`src/rtl/sigma_delta_decimator_pkg.sv`:
```
// Shared types and helpers for the sinc^2 sigma-delta decimator.
package sigma_delta_pkg;

   // Warm-up sequencing: the first two comb results are pipeline fill.
   typedef enum logic [1:0] {
      WARM0 = 2'd0,
      WARM1 = 2'd1,
      RUN   = 2'd2
   } warm_state_t;

   // Integrator/comb width: enough to hold R^2 plus one guard bit.
   function automatic int cic_width(input int log2_dec);
      return 2 * log2_dec + 1;
   endfunction

   // Clamp a comb result to the output range and take its top bits.
   // The true result never exceeds R^2, which is the only value that
   // needs the all-ones clamp.
   function automatic logic [31:0] sat(input logic [31:0] c2,
                                       input int log2_dec,
                                       input int aw);
      logic [31:0] r2;
      logic [31:0] mask;
      r2   = 32'd1 << (2 * log2_dec);
      mask = (32'd1 << aw) - 32'd1;
      if (c2 >= r2) begin
         sat = mask;
      end else begin
         sat = (c2 >> (2 * log2_dec - aw)) & mask;
      end
   endfunction

endpackage

```
`src/rtl/sigma_delta_decimator_if.sv`:
```
// Pulse-density input and decoded-audio output bundle.
interface sigma_delta_decimator_if #(
   parameter int AUDIO_WIDTH = 8
);
   logic                   pdm_in;
   logic                   pdm_valid;
   logic [AUDIO_WIDTH-1:0] audio_out;
   logic                   audio_valid;

   modport master (output pdm_in, output pdm_valid,
                   input  audio_out, input audio_valid);
   modport slave  (input  pdm_in, input pdm_valid,
                   output audio_out, output audio_valid);
endinterface

```
`src/rtl/sigma_delta_decimator_cic2_comb.sv`:
```
// Decimated half of the CIC: window snapshot, two differencers,
// saturation and the warm-up sequencer that suppresses fill results.
module cic2_comb
   import sigma_delta_pkg::*;
#(
   parameter int AUDIO_WIDTH     = 8,
   parameter int LOG2_DECIMATION = 4
) (
   input  logic                              clock,
   input  logic                              reset,
   input  logic                              load,
   input  logic [cic_width(LOG2_DECIMATION)-1:0] i2_n,
   output logic [AUDIO_WIDTH-1:0]            audio_out,
   output logic                              audio_valid
);
   localparam int W = cic_width(LOG2_DECIMATION);

   logic [W-1:0]           snap;
   logic                   snap_stb;
   logic [W-1:0]           s_prev;
   logic [W-1:0]           c1_prev;
   logic [W-1:0]           c1;
   logic [W-1:0]           c2;
   logic [AUDIO_WIDTH-1:0] sat_val;
   warm_state_t            state;
   warm_state_t            state_n;
   logic                   strobe_en;

   // Differences wrap modulo 2^W; the real result always fits in 0..R^2.
   assign c1      = snap - s_prev;
   assign c2      = c1 - c1_prev;
   assign sat_val = AUDIO_WIDTH'(sat(32'(c2), LOG2_DECIMATION, AUDIO_WIDTH));

   // Capture the second integrator at the close of each window.
   always_ff @(posedge clock or posedge reset) begin
      if (reset) begin
         snap     <= '0;
         snap_stb <= 1'b0;
      end else begin
         snap_stb <= load;
         if (load) begin
            snap <= i2_n;
         end
      end
   end

   // Comb update one edge after the snapshot; strobe only once warmed up.
   always_ff @(posedge clock or posedge reset) begin
      if (reset) begin
         s_prev      <= '0;
         c1_prev     <= '0;
         audio_out   <= '0;
         audio_valid <= 1'b0;
      end else begin
         audio_valid <= snap_stb && strobe_en;
         if (snap_stb) begin
            s_prev    <= snap;
            c1_prev   <= c1;
            audio_out <= sat_val;
         end
      end
   end

   // Warm-up state register.
   always_ff @(posedge clock or posedge reset) begin
      if (reset) begin
         state <= WARM0;
      end else begin
         state <= state_n;
      end
   end

   // Advance one step per comb update; RUN is absorbing.
   always_comb begin
      state_n = state;
      if (snap_stb) begin
         case (state)
            WARM0:   state_n = WARM1;
            WARM1:   state_n = RUN;
            default: state_n = RUN;
         endcase
      end
   end

   // Strobes are allowed only once the comb history is real data.
   always_comb begin
      strobe_en = (state == RUN);
   end

endmodule

```
`src/rtl/sigma_delta_decimator.sv`:
```
// Sinc^2 decimator: full-rate integrators and window counter here,
// decimated comb and warm-up handling in cic2_comb.
module sigma_delta_decimator
   import sigma_delta_pkg::*;
#(
   parameter int AUDIO_WIDTH     = 8,
   parameter int LOG2_DECIMATION = 4
) (
   input  logic                   clock,
   input  logic                   reset,
   sigma_delta_decimator_if.slave bus
);
   localparam int W = cic_width(LOG2_DECIMATION);

   logic [W-1:0]               i1;
   logic [W-1:0]               i2;
   logic [W-1:0]               i1_n;
   logic [W-1:0]               i2_n;
   logic [W-1:0]               x;
   logic [LOG2_DECIMATION-1:0] cnt;
   logic                       load;
   logic [AUDIO_WIDTH-1:0]     audio_out;
   logic                       audio_valid;

   assign x    = {{(W-1){1'b0}}, bus.pdm_in};
   assign i1_n = i1 + x;
   assign i2_n = i2 + i1_n;
   // The last bit of a window is the one accepted with the counter at R-1.
   assign load = bus.pdm_valid && (&cnt);

   // Integrate accepted bits and count them within the window.
   always_ff @(posedge clock or posedge reset) begin
      if (reset) begin
         i1  <= '0;
         i2  <= '0;
         cnt <= '0;
      end else if (bus.pdm_valid) begin
         i1  <= i1_n;
         i2  <= i2_n;
         cnt <= cnt + LOG2_DECIMATION'(1);
      end
   end

   cic2_comb #(
      .AUDIO_WIDTH     (AUDIO_WIDTH),
      .LOG2_DECIMATION (LOG2_DECIMATION)
   ) u_comb (
      .clock       (clock),
      .reset       (reset),
      .load        (load),
      .i2_n        (i2_n),
      .audio_out   (audio_out),
      .audio_valid (audio_valid)
   );

   assign bus.audio_out   = audio_out;
   assign bus.audio_valid = audio_valid;

endmodule

```
`src/flat_wrapper.sv`:
```
// flat-port wrapper written by rule: the top's interface ports become plain ports
module sigma_delta_decimator_flat import sigma_delta_pkg::*;
#(
   parameter int AUDIO_WIDTH     = 8,
   parameter int LOG2_DECIMATION = 4
)
  (clock, reset, bus_pdm_in, bus_pdm_valid, bus_audio_out, bus_audio_valid);
  sigma_delta_decimator_if #(.AUDIO_WIDTH(AUDIO_WIDTH)) bus_i ();
  input  logic clock;
  input  logic reset;
  input wire logic [$bits(bus_i.pdm_in)-1:0] bus_pdm_in;
  input wire logic [$bits(bus_i.pdm_valid)-1:0] bus_pdm_valid;
  output wire logic [$bits(bus_i.audio_out)-1:0] bus_audio_out;
  output wire logic [$bits(bus_i.audio_valid)-1:0] bus_audio_valid;
  assign bus_i.pdm_in = bus_pdm_in;
  assign bus_i.pdm_valid = bus_pdm_valid;
  assign bus_audio_out = bus_i.audio_out;
  assign bus_audio_valid = bus_i.audio_valid;
  sigma_delta_decimator #(.AUDIO_WIDTH(AUDIO_WIDTH), .LOG2_DECIMATION(LOG2_DECIMATION)) u_core (.clock(clock), .reset(reset), .bus(bus_i));
endmodule
```
`config.mk`:
```
export PLATFORM = sky130hd
export DESIGN_NAME = sigma_delta_decimator_flat
export DESIGN_NICKNAME = d
export VERILOG_FILES = /design/src/rtl/sigma_delta_decimator_pkg.sv /design/src/rtl/sigma_delta_decimator_if.sv /design/src/rtl/sigma_delta_decimator_cic2_comb.sv /design/src/rtl/sigma_delta_decimator.sv /design/src/flat_wrapper.sv
export SDC_FILE = /design/constraint.sdc
export NUM_CORES = 1
export LEC_CHECK = 0
export BUFFER_PORTS_ARGS = -buffer_cell sky130_fd_sc_hd__buf_2
export CORE_ASPECT_RATIO = 1.75
export CORE_MARGIN = 5
export CORE_UTILIZATION = 40
export DETAILED_ROUTE_END_ITERATION = 12
export PLACE_DENSITY = 0.54
export SYNTH_ARGS = -nofsm -noshare
export SYNTH_HDL_FRONTEND = slang
export SYNTH_SLANG_ARGS = --single-unit
```
`constraint.sdc`:
```
create_clock -name clock -period 6.1 [get_ports clock]
set_clock_uncertainty 0.1 [all_clocks]
set_input_delay 0.61 -clock clock [delete_from_list [all_inputs] [get_ports clock]]
set_output_delay 0.61 -clock clock [all_outputs]
set_load 0.03 [all_outputs]
```
[Word level (Yosys, flattened, before mapping)]
Cells that the tools add are included.
Cells by class
  magnitude comparators: 1
  equal/unequal tests: 1
  mux-type cells: 2
  reduce and logical (&&, ||, !) cells: 4
  add/sub/neg operators: 5
Operators with widths (count)
  $sub A9 B9 Y9: 2
  $add A9 B1 Y9: 1
  $add A9 B9 Y9: 1
  $ge A9 B9 Y1 const B: 1
  $mux W8: 1
  $add A4 B1 Y4 const B: 1
  $reduce_and A4 Y1: 1
  $eq A2 B2 Y1 const B: 1
  $logic_and A1 B1 Y1: 2
  $logic_not A2 Y1: 1
  $mux W2: 1
Word-level totals
  bits in registers: 61

[Longest topological paths before layout]
  depth in word-level cells: 4
  depth in mapped cells: 15
  gate-level depth less buffers: 15

[Modules after synthesis]
From an unflattened synthesis, not the netlist that was laid out.
Second synthesis, totals
  cell total of the unflattened synthesis: 345
  area, all modules: 3614.7 µm²
Modules (own cells, without submodules)
  cic2_comb: times used 1, area each 2208.4 µm², cells each 215
  sigma_delta_decimator: times used 1, area each 1406.3 µm², cells each 130

[Worst setup path after synthesis]
OpenSTA, ideal clock, no wires.
  path kind: reg-to-reg
  start point: register u_core.u_comb.snap[1]
  end point: register u_core.u_comb.audio_out[1]
  setup time: 0.121 ns
  required time: 5.879 ns
  data arrival time: 2.948 ns
  path buffers: 0
  stages on the path, launching flop included: 15
  setup slack: 2.931 ns
  clock period less this slack: 3.169 ns
  path through: dfrtp_1 > ha_1 > nor2b_1 > o21ai_0 > a21boi_0 > o21ai_0 > a21oi_1 > xor2_1 > ha_1 > a21oi_1 > o21ai_0 > a211o_1 > a21boi_2 > nor2_2 > o22a_1
On the way
  cells in the longest elaborated chain, start to end: 4
Ends and longest elaborated chain
  start: declaration: RTL line sigma_delta_decimator_cic2_comb.sv:18  | logic [W-1:0] snap;
  start signal: assignment: RTL line sigma_delta_decimator_cic2_comb.sv:42  | snap <= i2_n;
  $sub A9 B9 Y9: RTL line sigma_delta_decimator_cic2_comb.sv:30  | assign c1 = snap - s_prev;
  via u_core.u_comb.c1[7]: RTL line sigma_delta_decimator_cic2_comb.sv:22  | logic [W-1:0] c1;
  $sub A9 B9 Y9: RTL line sigma_delta_decimator_cic2_comb.sv:31  | assign c2 = c1 - c1_prev;
  $ge A9 B9 Y1: RTL line sigma_delta_decimator_pkg.sv:26  | if (c2 >= r2) begin
  $mux W8: RTL line sigma_delta_decimator_pkg.sv:26
  end signal: assignment: RTL line sigma_delta_decimator_cic2_comb.sv:59  | audio_out <= sat_val;
  end: declaration: RTL line sigma_delta_decimator_cic2_comb.sv:13  | output logic [AUDIO_WIDTH-1:0] audio_out,
The timed path passes the listed nets, and every way through them passes these cells.
A chain may end at the register's enable or synchronous reset.

[Final worst setup path]
Ends and elaborated chain as after synthesis.

==> report_table.html <==
<table>
<tr><th>Metric</th><th>Value</th></tr>
<tr><th colspan="2">Worst setup path</th></tr>
<tr><td>Worst reg2reg endpoint</td><td>u_core.u_comb.audio_out[1]</td></tr>
<tr><td>Cells on worst reg2reg path</td><td>14</td></tr>
<tr><td>Worst setup SP type</td><td>register</td></tr>
<tr><td>Worst path most repeated cell</td><td>sky130_fd_sc_hd__o21ai_0</td></tr>
<tr><td>Reg-to-reg slack, setup</td><td>2.44 ns</td></tr>
<tr><td>CP max stage delay</td><td>0.43 ns</td></tr>
<tr><td>Origin of the critical flop-to-flop path</td><td>u_core.u_comb.snap[1]</td></tr>
<tr><td>Required time at the worst-slack endpoint</td><td>6.21 ns</td></tr>
<tr><td>Bufs and invs on worst path</td><td>0</td></tr>
<tr><td>Slowest cell on the critical path</td><td>sky130_fd_sc_hd__dfrtp_1</td></tr>
<tr><td>Critical-path maximum fanout</td><td>7</td></tr>
<tr><td>Cell class contributing the biggest share of worst-path delay</td><td>compound AO/OA/AOI/OAI gates</td></tr>
<tr><td>Kind of end point of the critical path</td><td>register</td></tr>
<tr><td>Startpoint-to-endpoint class of the critical path</td><td>register to register</td></tr>
<tr><td>Crit path cell chain</td><td>ha_1 &gt; nor2b_1 &gt; o21ai_0 &gt; a21boi_0 &gt; o21ai_0 &gt; a21oi_1 &gt; xor2_1 &gt; ha_1 &gt; a21oi_1 &gt; o21ai_0 &gt; a211o_1 &gt; a21boi_2 &gt; nor2_2 &gt; o22a_1</td></tr>
<tr><td>Worst path arrival time</td><td>3.77 ns</td></tr>
<tr><th colspan="2">Drt</th></tr>
<tr><td>Wirelength per Cell</td><td>13.3 µm</td></tr>
<tr><td>Number of routed nets with antenna violations</td><td>0</td></tr>
<tr><td>Iter 0 DRT Violations</td><td>100</td></tr>
<tr><td>DRC errors left</td><td>0</td></tr>
<tr><td>Detailed-route via count</td><td>2436</td></tr>
<tr><td>Post-detailed-route via-to-cell ratio</td><td>5.02</td></tr>
<tr><td>Detailed Route WL</td><td>6440 µm</td></tr>
<tr><td>Detailed-router iteration count before antenna repair</td><td>4</td></tr>
<tr><th colspan="2">Min path</th></tr>
<tr><td>Hold_sp</td><td>u_core.i1[8]</td></tr>
<tr><td>Count of cells along the worst hold path</td><td>1</td></tr>
<tr><td>Path class of the lowest-slack min-delay path</td><td>register to register</td></tr>
<tr><td>Min-Delay Endpoint</td><td>u_core.i1[8]</td></tr>
<tr><th colspan="2">Layout</th></tr>
<tr><td>Most common cell after layout, fill and taps aside</td><td>sky130_fd_sc_hd__dfrtp_1</td></tr>
<tr><td>Total number of nets in the final design</td><td>398</td></tr>
<tr><td>N_diodes</td><td>0</td></tr>
<tr><td>Register cell area after layout</td><td>0.00153 mm²</td></tr>
<tr><td>Highest-count cells in the layout ignoring fill and taps</td><td>61 x sky130_fd_sc_hd__dfrtp_1, 43 x sky130_fd_sc_hd__nand2_1, 27 x sky130_fd_sc_hd__ha_1, 25 x sky130_fd_sc_hd__xnor2_1, 23 x sky130_fd_sc_hd__inv_1</td></tr>
<tr><td>Filler Cells Inserted</td><td>839</td></tr>
<tr><td>Layout-stage area growth over the synthesis result</td><td>13.1%</td></tr>
<tr><td>Multi-input gate area</td><td>0.00184 mm²</td></tr>
<tr><td>Fraction of layout instances using a drive strength above 1</td><td>13.0%</td></tr>
<tr><th colspan="2">STA</th></tr>
<tr><td>Total Negative Setup Slacks</td><td>0 ns</td></tr>
<tr><td>Final hold vios</td><td>0</td></tr>
<tr><td>Slew Viols, Final</td><td>0</td></tr>
<tr><td>Unrepaired setup endpoints after global routing</td><td>no</td></tr>
<tr><td>Total setup violations reported at the end of the flow</td><td>0</td></tr>
<tr><td>Post-route setup slack</td><td>2.44 ns</td></tr>
<tr><td>Slew at the pin closest to its max-slew limit</td><td>0.774 ns</td></tr>
<tr><td>Highest achievable clock rate</td><td>0.273 GHz</td></tr>
<tr><td>Min cycle time layout</td><td>3.66 ns</td></tr>
<tr><td>Worst-case headroom to the max-slew limit</td><td>48.4%</td></tr>
<tr><td>Final clock period utilization by the worst path</td><td>60.0%</td></tr>
<tr><th colspan="2">Logic synthesis</th></tr>
<tr><td>Count of yosys warnings during synthesis</td><td>0</td></tr>
<tr><td>Nets in the synthesized netlist</td><td>384</td></tr>
<tr><td>Cells after synthesis</td><td>350</td></tr>
<tr><td>Share of flip-flops with an asynchronous set or reset</td><td>100%</td></tr>
<tr><td>Count of state elements after synthesis</td><td>61</td></tr>
<tr><td>Synthesized cell area</td><td>0.00351 mm²</td></tr>
<tr><td>Average size of a mapped cell</td><td>10.0 µm²</td></tr>
<tr><td>Most used DFF post-synth</td><td>sky130_fd_sc_hd__dfrtp_1</td></tr>
<tr><td>Sequential fraction of the synthesis area</td><td>43.5%</td></tr>
<tr><td>Number of distinct library cell variants in the gate-level netlist after synthesis</td><td>45</td></tr>
<tr><td>Number of enable-type register cells in the synthesized netlist</td><td>0</td></tr>
<tr><th colspan="2">CTS</th></tr>
<tr><td>Clock-pin slew on the worst setup and hold paths</td><td>0.05 ns</td></tr>
<tr><td>Hold Buf Count CTS</td><td>0</td></tr>
<tr><td>CTS Sinks</td><td>61</td></tr>
<tr><td>Total CTS buffers</td><td>9</td></tr>
<tr><td>TritonCTS clock tree</td><td>done</td></tr>
<tr><td>H-tree levels</td><td>3</td></tr>
<tr><td>Worst skew pair latency</td><td>0.33 ns</td></tr>
<tr><td>Number of gates resized after CTS</td><td>0</td></tr>
<tr><td>Post-CTS Setup Repair Bufs</td><td>0</td></tr>
<tr><td>CTS max path bufs</td><td>2</td></tr>
<tr><td>Root Buffer</td><td>sky130_fd_sc_hd__clkbuf_16</td></tr>
<tr><th colspan="2">Global route</th></tr>
<tr><td>Maximum number of pins on one net before global-route repair</td><td>62</td></tr>
<tr><td>Vias in the first global route</td><td>2546</td></tr>
<tr><td>Wire length of the first global-routing pass</td><td>11400 µm</td></tr>
<tr><td>Total routing usage reported by global routing</td><td>13.7%</td></tr>
<tr><td>Antenna violations before repair</td><td>0</td></tr>
<tr><td>Remaining global-route overflow</td><td>0</td></tr>
<tr><th colspan="2">Floorplanning</th></tr>
<tr><td>Row cnt</td><td>45</td></tr>
<tr><td>Starting density of the core</td><td>40.7%</td></tr>
<tr><td>Die Wd</td><td>80.8 µm</td></tr>
<tr><td>Placeable core region</td><td>0.00861 mm²</td></tr>
<tr><td>IO Pins</td><td>13</td></tr>
<tr><td>Vertical extent of the die</td><td>134 µm</td></tr>
<tr><td>Area of the die</td><td>0.0108 mm²</td></tr>
<tr><th colspan="2">Status</th></tr>
<tr><td>Result of the run</td><td>finished clean</td></tr>
<tr><th colspan="2">Placed design</th></tr>
<tr><td>RD Place Congestion</td><td>0.845</td></tr>
<tr><td>Minimum setup slack after placement</td><td>2.46 ns</td></tr>
<tr><td>Count of buffers inserted at the top-level ports</td><td>12</td></tr>
<tr><td>Post-detail-place hpwl</td><td>4660 µm</td></tr>
<tr><th colspan="2">Flow run</th></tr>
<tr><td>Max-cap violation count</td><td>0</td></tr>
</table>
[metrics by stage]
stage / util (%) / area [µm²] / cells / hold slack, ns
2_1_floorplan: - / 3510 / 350 / 0.345
3_3_place_gp: 42.8 / 3680 / 470 / 0.362
3_5_place_dp: 42.8 / 3680 / 470 / 0.377
4_1_cts: 46.0 / 3960 / 485 / 0.384
5_1_grt: 46.0 / 3960 / 485 / 0.399
6_report: 46.0 / 3960 / 485 / 0.380
[cell families (layout without fill, tap and decap cells)]
logic type | Yosys count | after routing | share of synthesized area, %
DFF | 61 | 61 | 43.5
buffers and inverters | 36 | 54 | 3.89
muxes | 15 | 15 | 4.92
adders and majority gates | 30 | 30 | 11.3
and+or+nand+nor | 94 | 94 | 12.2
xor gates and xnor gates | 37 | 37 | 9.24
AOI/OAI and AO/OA | 77 | 77 | 14.8
[layout make-up]
cell class,count,share of cell area (%)
timing repair buffer,14,1.89
multi-input combinational,253,46.5
sequential,61,38.5
inverter,25,2.37
clock buffer,14,6.91
tap,117,3.69
clock inverter,1,0.126
[worst max path at each step]
stage / end / cells after the start / startpoint
after floorplan: u_core.u_comb.audio_out[1] / 14 / u_core.u_comb.snap[1]
after CTS: u_core.u_comb.audio_out[1] / 14 / u_core.u_comb.snap[1]
after global placement: u_core.u_comb.audio_out[4] / 14 / u_core.u_comb.snap[1]
after detailed placement: u_core.u_comb.audio_out[1] / 14 / u_core.u_comb.snap[1]
after global routing: u_core.u_comb.audio_out[1] / 14 / u_core.u_comb.snap[1]
final: u_core.u_comb.audio_out[1] / 14 / u_core.u_comb.snap[1]
[synthesized netlist by cell type, types with 2 or more instances]
cell type	count	area share, %
sky130_fd_sc_hd__a311oi_1	2	0.50
sky130_fd_sc_hd__o211ai_1	6	1.3
sky130_fd_sc_hd__a211oi_1	2	0.43
sky130_fd_sc_hd__clkbuf_1	10	1.1
sky130_fd_sc_hd__a21oi_1	15	2.1
sky130_fd_sc_hd__nand2_1	43	4.6
sky130_fd_sc_hd__nor2_1	16	1.7
sky130_fd_sc_hd__ha_1	27	9.6
sky130_fd_sc_hd__a21o_1	5	1.1
sky130_fd_sc_hd__nor2b_1	5	0.89
sky130_fd_sc_hd__o22a_1	7	1.7
sky130_fd_sc_hd__o21ai_0	22	3.1
sky130_fd_sc_hd__nor3_1	8	1.1
sky130_fd_sc_hd__xnor2_1	25	6.2
sky130_fd_sc_hd__inv_1	24	2.6
sky130_fd_sc_hd__o41ai_1	2	0.50
sky130_fd_sc_hd__o21bai_1	3	0.64
sky130_fd_sc_hd__nand4b_1	2	0.50
sky130_fd_sc_hd__xor2_1	12	3.0
sky130_fd_sc_hd__nand3_1	6	0.86
sky130_fd_sc_hd__fa_1	3	1.7
sky130_fd_sc_hd__o2111ai_1	2	0.50
sky130_fd_sc_hd__mux2_2	14	4.5
sky130_fd_sc_hd__dfrtp_1	61	44
sky130_fd_sc_hd__nand4_1	8	1.4
[sequential cells by signal, summed over array words and instances (netlist names)]
signal                     flops
u_core.u_comb.audio_valid      1
u_core.u_comb.s_prev           9
u_core.u_comb.snap_stb         1
u_core.u_comb.snap             9
u_core.i2                      9
u_core.cnt                     4
u_core.u_comb.c1_prev          9
u_core.u_comb.state            2
u_core.i1                      9
u_core.u_comb.audio_out        8
[per-layer routing]
layer / up-vias / GRT usage (%) / wire length, µm / part of all wire (%)
li1: 1255 / - / - / -
met1: 1147 / 14.3 / 2630 / 41
met2: 25 / 24.9 / 3500 / 54
met3: 9 / 4.03 / 198 / 3.1
met4: 0 / 5.64 / 114 / 1.8
met5: - / 0 / 0 / 0
Power is not shown: default switching activity piles up to over one toggle a cycle in this logic, so the estimate is an artifact.
